<file path="src/rtl/add_pipe_n.sv">
// add_pipe_n: pipelined add/sub on the upper DATA_W-TRUNC_W bits of each operand, LATENCY cycles deep.
// Define ADD_PIPE_SAT_EN to saturate the field on overflow instead of wrapping.
module add_pipe_n #(
  parameter int DATA_W  = 12,
  parameter int TRUNC_W = 4,
  parameter int LATENCY = 5,
  parameter int SIGNED  = 0
) (
  input  logic              clk_i,
  input  logic              rst_n_i,
  input  logic              en_i,
  input  logic              valid_i,
  input  logic              sub_i,
  input  logic [DATA_W-1:0] data_1_i,
  input  logic [DATA_W-1:0] data_2_i,
  output logic [DATA_W-1:0] data_sum_o,
  output logic              valid_o,
  output logic              ovf_o
);

  localparam int U = DATA_W - TRUNC_W;

  logic [U-1:0]      a;
  logic [U-1:0]      b;
  logic [U:0]        a_ext;
  logic [U:0]        b_ext;
  logic [U:0]        r;
  logic              ovf;
  logic [U-1:0]      field;
  logic [DATA_W-1:0] word;

  always_comb begin
    a     = data_1_i[DATA_W-1:TRUNC_W];
    b     = data_2_i[DATA_W-1:TRUNC_W];
    a_ext = (SIGNED != 0) ? {a[U-1], a} : {1'b0, a};
    b_ext = (SIGNED != 0) ? {b[U-1], b} : {1'b0, b};
    r     = sub_i ? (a_ext - b_ext) : (a_ext + b_ext);
    // unsigned: r[U] is the carry on add and the borrow on sub
    ovf   = (SIGNED != 0) ? (r[U] != r[U-1]) : r[U];
`ifdef ADD_PIPE_SAT_EN
    if (ovf) begin
      if (SIGNED != 0) begin
        // r[U] holds the true sign: clamp toward it
        field      = {U{~r[U]}};
        field[U-1] = r[U];
      end else begin
        field = {U{~sub_i}};
      end
    end else begin
      field = r[U-1:0];
    end
`else
    field = r[U-1:0];
`endif
    word                   = '0;
    word[DATA_W-1:TRUNC_W] = field;
  end

  logic [DATA_W-1:0]  data_q [LATENCY];
  logic [LATENCY-1:0] valid_q;
  logic [LATENCY-1:0] ovf_q;

  always_ff @(posedge clk_i) begin
    if (!rst_n_i) begin
      for (int i = 0; i < LATENCY; i++) data_q[i] <= '0;
      valid_q <= '0;
      ovf_q   <= '0;
    end else if (en_i) begin
      data_q[0] <= word;
      for (int i = 1; i < LATENCY; i++) data_q[i] <= data_q[i-1];
      valid_q <= {valid_q[LATENCY-2:0], valid_i};
      ovf_q   <= {ovf_q[LATENCY-2:0], ovf};
    end
  end

  assign data_sum_o = data_q[LATENCY-1];
  assign valid_o    = valid_q[LATENCY-1];
  assign ovf_o      = ovf_q[LATENCY-1];

  generate
    if (TRUNC_W > 0) begin : g_trunc
      logic unused_low_bits;
      assign unused_low_bits = ^{data_1_i[TRUNC_W-1:0], data_2_i[TRUNC_W-1:0]};
    end
  endgenerate

endmodule

</file>
<file path="config.mk">
export PLATFORM = sky130hd
export DESIGN_NAME = add_pipe_n
export DESIGN_NICKNAME = d
export VERILOG_FILES = /design/src/rtl/add_pipe_n.sv
export SDC_FILE = /design/constraint.sdc
export NUM_CORES = 1
export LEC_CHECK = 0
export BUFFER_PORTS_ARGS = -buffer_cell sky130_fd_sc_hd__buf_4
export CORE_UTILIZATION = 50
export DETAILED_ROUTE_END_ITERATION = 16
export GPL_TIMING_DRIVEN = 0
export PLACE_DENSITY = 0.77
export SLEW_MARGIN = 10
export SYNTH_ARGS = -nofsm -noshare
export SYNTH_HDL_FRONTEND = slang
export SYNTH_SLANG_ARGS = --single-unit
</file>
<file path="constraint.sdc">
create_clock -name clk_i -period 3.03 [get_ports clk_i]
set_clock_uncertainty 0.15 [all_clocks]
set_input_delay 0.303 -clock clk_i [delete_from_list [all_inputs] [get_ports clk_i]]
set_output_delay 0.303 -clock clk_i [all_outputs]
set_load 0.01 [all_outputs]
</file>
== Word-level counts from Yosys, hierarchy flattened ==
Memories as Yosys holds them, arrays and structs flattened.
Cells that the tools add are included.
W data, S select, Z words.

* Add/sub/neg operators: 2
* Muxes and demuxes: 10
* Bitwise gates (word level): 5

{| class="wikitable"
|+ Operators by type and width
! cell !! count
|-
| $mux W12 || 5
|-
| $add A8 B8 Y9 || 1
|-
| $mux W9 || 1
|-
| $sub A8 B8 Y9 || 1
|-
| $or A1 B1 Y1 || 5
|-
| $mux W1 || 4
|}

* Flip-flop bits (word level): 10
* Memory bits (writable): 60
* Input port bits: 29
* Output and inout bits: 14
* Memories: 1

{| class="wikitable"
|+ Memories
! name !! depth !! bits a word !! read ports !! clocked after Yosys merged registers in !! write ports !! line !! source
|-
| data_q || 5 || 12 || 5 || 0 || 5 || 59 || <nowiki>logic [DATA_W-1:0] data_q [LATENCY];</nowiki>
|}

== Depth between registers and ports, before layout ==
* Depth in word-level cells: 4
* Depth in mapped cells: 11

== Worst setup path after synthesis ==
OpenSTA, ideal clock, no wires.

* Path type: input-to-reg
* From: input port data_2_i[4]
* To: memory data_q[0][11], data pin
* Setup time: 0.263 ns
* Arrival time: 2.083 ns
* Data required time: 2.617 ns
* Path slack: 0.534 ns
* Stages: 10
* Cells stage by stage: inv_1 -> ha_1 -> nor3b_1 -> a21oi_1 -> xnor2_1 -> ha_1 -> a2111o_1 -> o21ai_1 -> xor2_1 -> nor2_1

{| class="wikitable"
|+ RTL lines
! what !! line !! source
|-
| from (decl) || 15 || <nowiki>input logic [DATA_W-1:0] data_2_i,</nowiki>
|-
| to (decl) || 59 ||
|}

==> metrics.yaml <==
run_status:
  status: "complete, no violations"
yosys:
  ys_ff_latch: 50
  async_reset_ff_frac: 0
  synth_top_area_frac: 0.493
  yosys_warnings: 0
  yosysTopAreaCell: "edfxtp_1"
  synthesis.area_per_instance_um2: 12.1
  syn_area_mm2: 0.00244
  netlist_instances: 201
  synth-edff-count: 40
  ys.flop_type: "edfxtp_1"
  ys_seq_area_frac: 0.575
  yosysUniqueCellTypes: 34
  synth_area_leaders: "edfxtp_1 49%, and3_1 8.2%, dfxtp_1 8.2%, ha_1 4.6%, mux2i_1 3.7%"
sta:
  slew_violations: 0
  period_needed_ns: 2.63
  setup_viol: 0
  hold_violations: 0
  fmax_mhz: 381
  rsz0062_at_grt: "no"
  post-route-period-util: 0.867
  setup-tns-final_ns: 0
  hold_ws_ns: 0.114
setup_path:
  reg2reg_depth: 1
  crit_fanout: 7
  critPathArrivalTime_ns: 2.52
  cp-start-kind: "input pin"
  critPathRequiredTime_ns: 2.92
  worstSetupEndpointType: "flop"
  worstSetupPathType: "input pin to flop"
  reg2reg_to: "data_q[0][45]"
  r2r_slack_ns: 2.08
  r2r_start: "data_q[0][33]"
drt:
  routed_wl_mm: 3.51
  wl_per_cell_um: 11.9
  drc: 0
  vias: 1554
  first_iter_violations: 90
  via_per_inst: 5.27
  first_pass_iters: 4
  drtAntennaViolNets: 0
run:
  drv_cap: 0
global_routing:
  busiest_layer: "met2"
  met2_usage: 0.277
  antenna_found_initial: 0
  grt_usage: 0.150
  grt_pass1_vias: 1432
  grt_overflow_total: 0
  use_met1: 0.167
  use_met3: 0.0380
  grt_pass1_wl_mm: 6.07
  grt_max_degree: 25
die:
  num_rows: 25
  die_h_um: 71.8
  core_mm2: 0.00469
  dieArea_mm2: 0.00516
  start_util: 0.519
  die_w_um: 71.8
  ioPinCount: 43
clock_network:
  h-tree-depth: 2
  clk_pin_slew_ns: 0.08
  ctsRootBufferMaster: "clkbuf_8"
  clock_latency_ns: 0.29
  ctsHoldBuffers: 0
  cts_resized: 0
  numCtsBuffers: 5
  cts_setup_buffers: 0
  cts_sinks: 50
  cts_tree: "yes"
  ctsLongestPathBuffers: 2
worst_hold_path:
  min_path_type: "input pin to flop"
  min_to: "valid_q[0]"
  min_path_cells: 3
  min-delay-start: "valid_i"
cells_and_area:
  layout_common_cells: "40 x buf_4, 40 x edfxtp_1, 32 x and3_1, 10 x nor2b_1, 10 x dfxtp_1"
  antenna_cells: 0
  final_util: 0.609
  drive_gt1_frac: 0.228
  synthToLayoutAreaGrowth_pct: 17.2
  nNetsFinal: 279
pwr:
  power_leakage_nw: 1.30
  peakVddDrop_mv: 0.208
  p_per_area_mw_per_mm2: 503
placed_design:
  dpl.hpwl_mm: 2.53
  place_congestion: 0.795
  io_buffers: 28
[final cells by class]
type / instances / area, um^2
flip-flops and latches: 50 / 1400
fillers: 386 / 1840
well taps: 54 / 67.6
inverters: 9 / 33.8
plain buffers: 22 / 130
clock inverters: 1 / 3.75
multi-input cells: 123 / 886
repair buffers: 29 / 238
clock buffers: 7 / 96.3
[how the worst max path moves through the flow]
stage,start,to
2_1_floorplan,data_2_i[4],data_q[0][11]
3_3_place_gp,data_2_i[4],data_q[0][11]
3_5_place_dp,data_2_i[4],data_q[0][11]
6_report,data_2_i[4],data_q[0][11]
5_1_grt,data_2_i[4],data_q[0][11]
4_1_cts,data_2_i[4],data_q[0][11]
[flip-flops by register name, indices dropped and copies added, names as in the netlist]
name and count:
data_q 40, ovf_q 5, valid_q 5
[synth_stat cells, types with 5 or more instances]
cell type / number
nor2_1: 9
ha_1: 9
clkbuf_1: 8
nor3_1: 7
dfxtp_1: 10
inv_1: 9
edfxtp_1: 40
o21a_1: 6
xnor2_1: 7
a21oi_1: 5
mux2i_1: 9
and3_1: 32
buf_4: 12
nor2b_1: 10
[per-layer routing]
metal  share of wire  vias to the layer above  routed length (um)
li1                -                      792                   -
met1            0.42                      722                1480
met2            0.53                       35                1850
met3           0.038                        5                 132
met4           0.014                        0                  48
met5               0                        -                   0
[cells by family (layout without fill, tap and decap cells)]
| kind of cell | count (synthesis) | after routing | synth area share |
|---|---|---|---|
| xor+xnor | 8 | 8 | 0.0287 |
| buf+inv | 31 | 68 | 0.0672 |
| flops | 50 | 50 | 0.575 |
| simple gates | 65 | 65 | 0.157 |
| other cells | 1 | 4 | 0.00154 |
| fa+ha+maj | 10 | 10 | 0.0544 |
| compound gates | 26 | 26 | 0.0749 |
| mux | 10 | 10 | 0.0416 |
[per-stage QoR]
step	cells	total power (W)	worst slack (ns)	cell area, um^2
global placement	286	0.00104	0.193	2730
CTS	295	0.00145	0.431	2860
detailed placement	287	0.00105	0.110	2760
finish	295	0.00144	0.404	2860
global route	295	0.00151	0.240	2860
floorplan	204	0.000980	0.534	2450
[worst max-delay path, stage by stage]
cell and delay [ns]:
buf_4 0.12, inv_1 0.05, ha_1 0.15, nor3b_1 0.35
a21oi_1 0.14, xnor2_1 0.14, ha_1 0.36, a2111oi_0 0.47
a21oi_1 0.09, o21ai_1 0.12, xor2_1 0.16, nor2_1 0.05
[power by group]
group	switching, W	internal (W)
clock network	0.000196	0.000205
registers	0.0000108	0.000790
logic	0.000119	0.000117
total	0.000325	0.00111
Note: power is estimated with default switching activity, not from simulation.
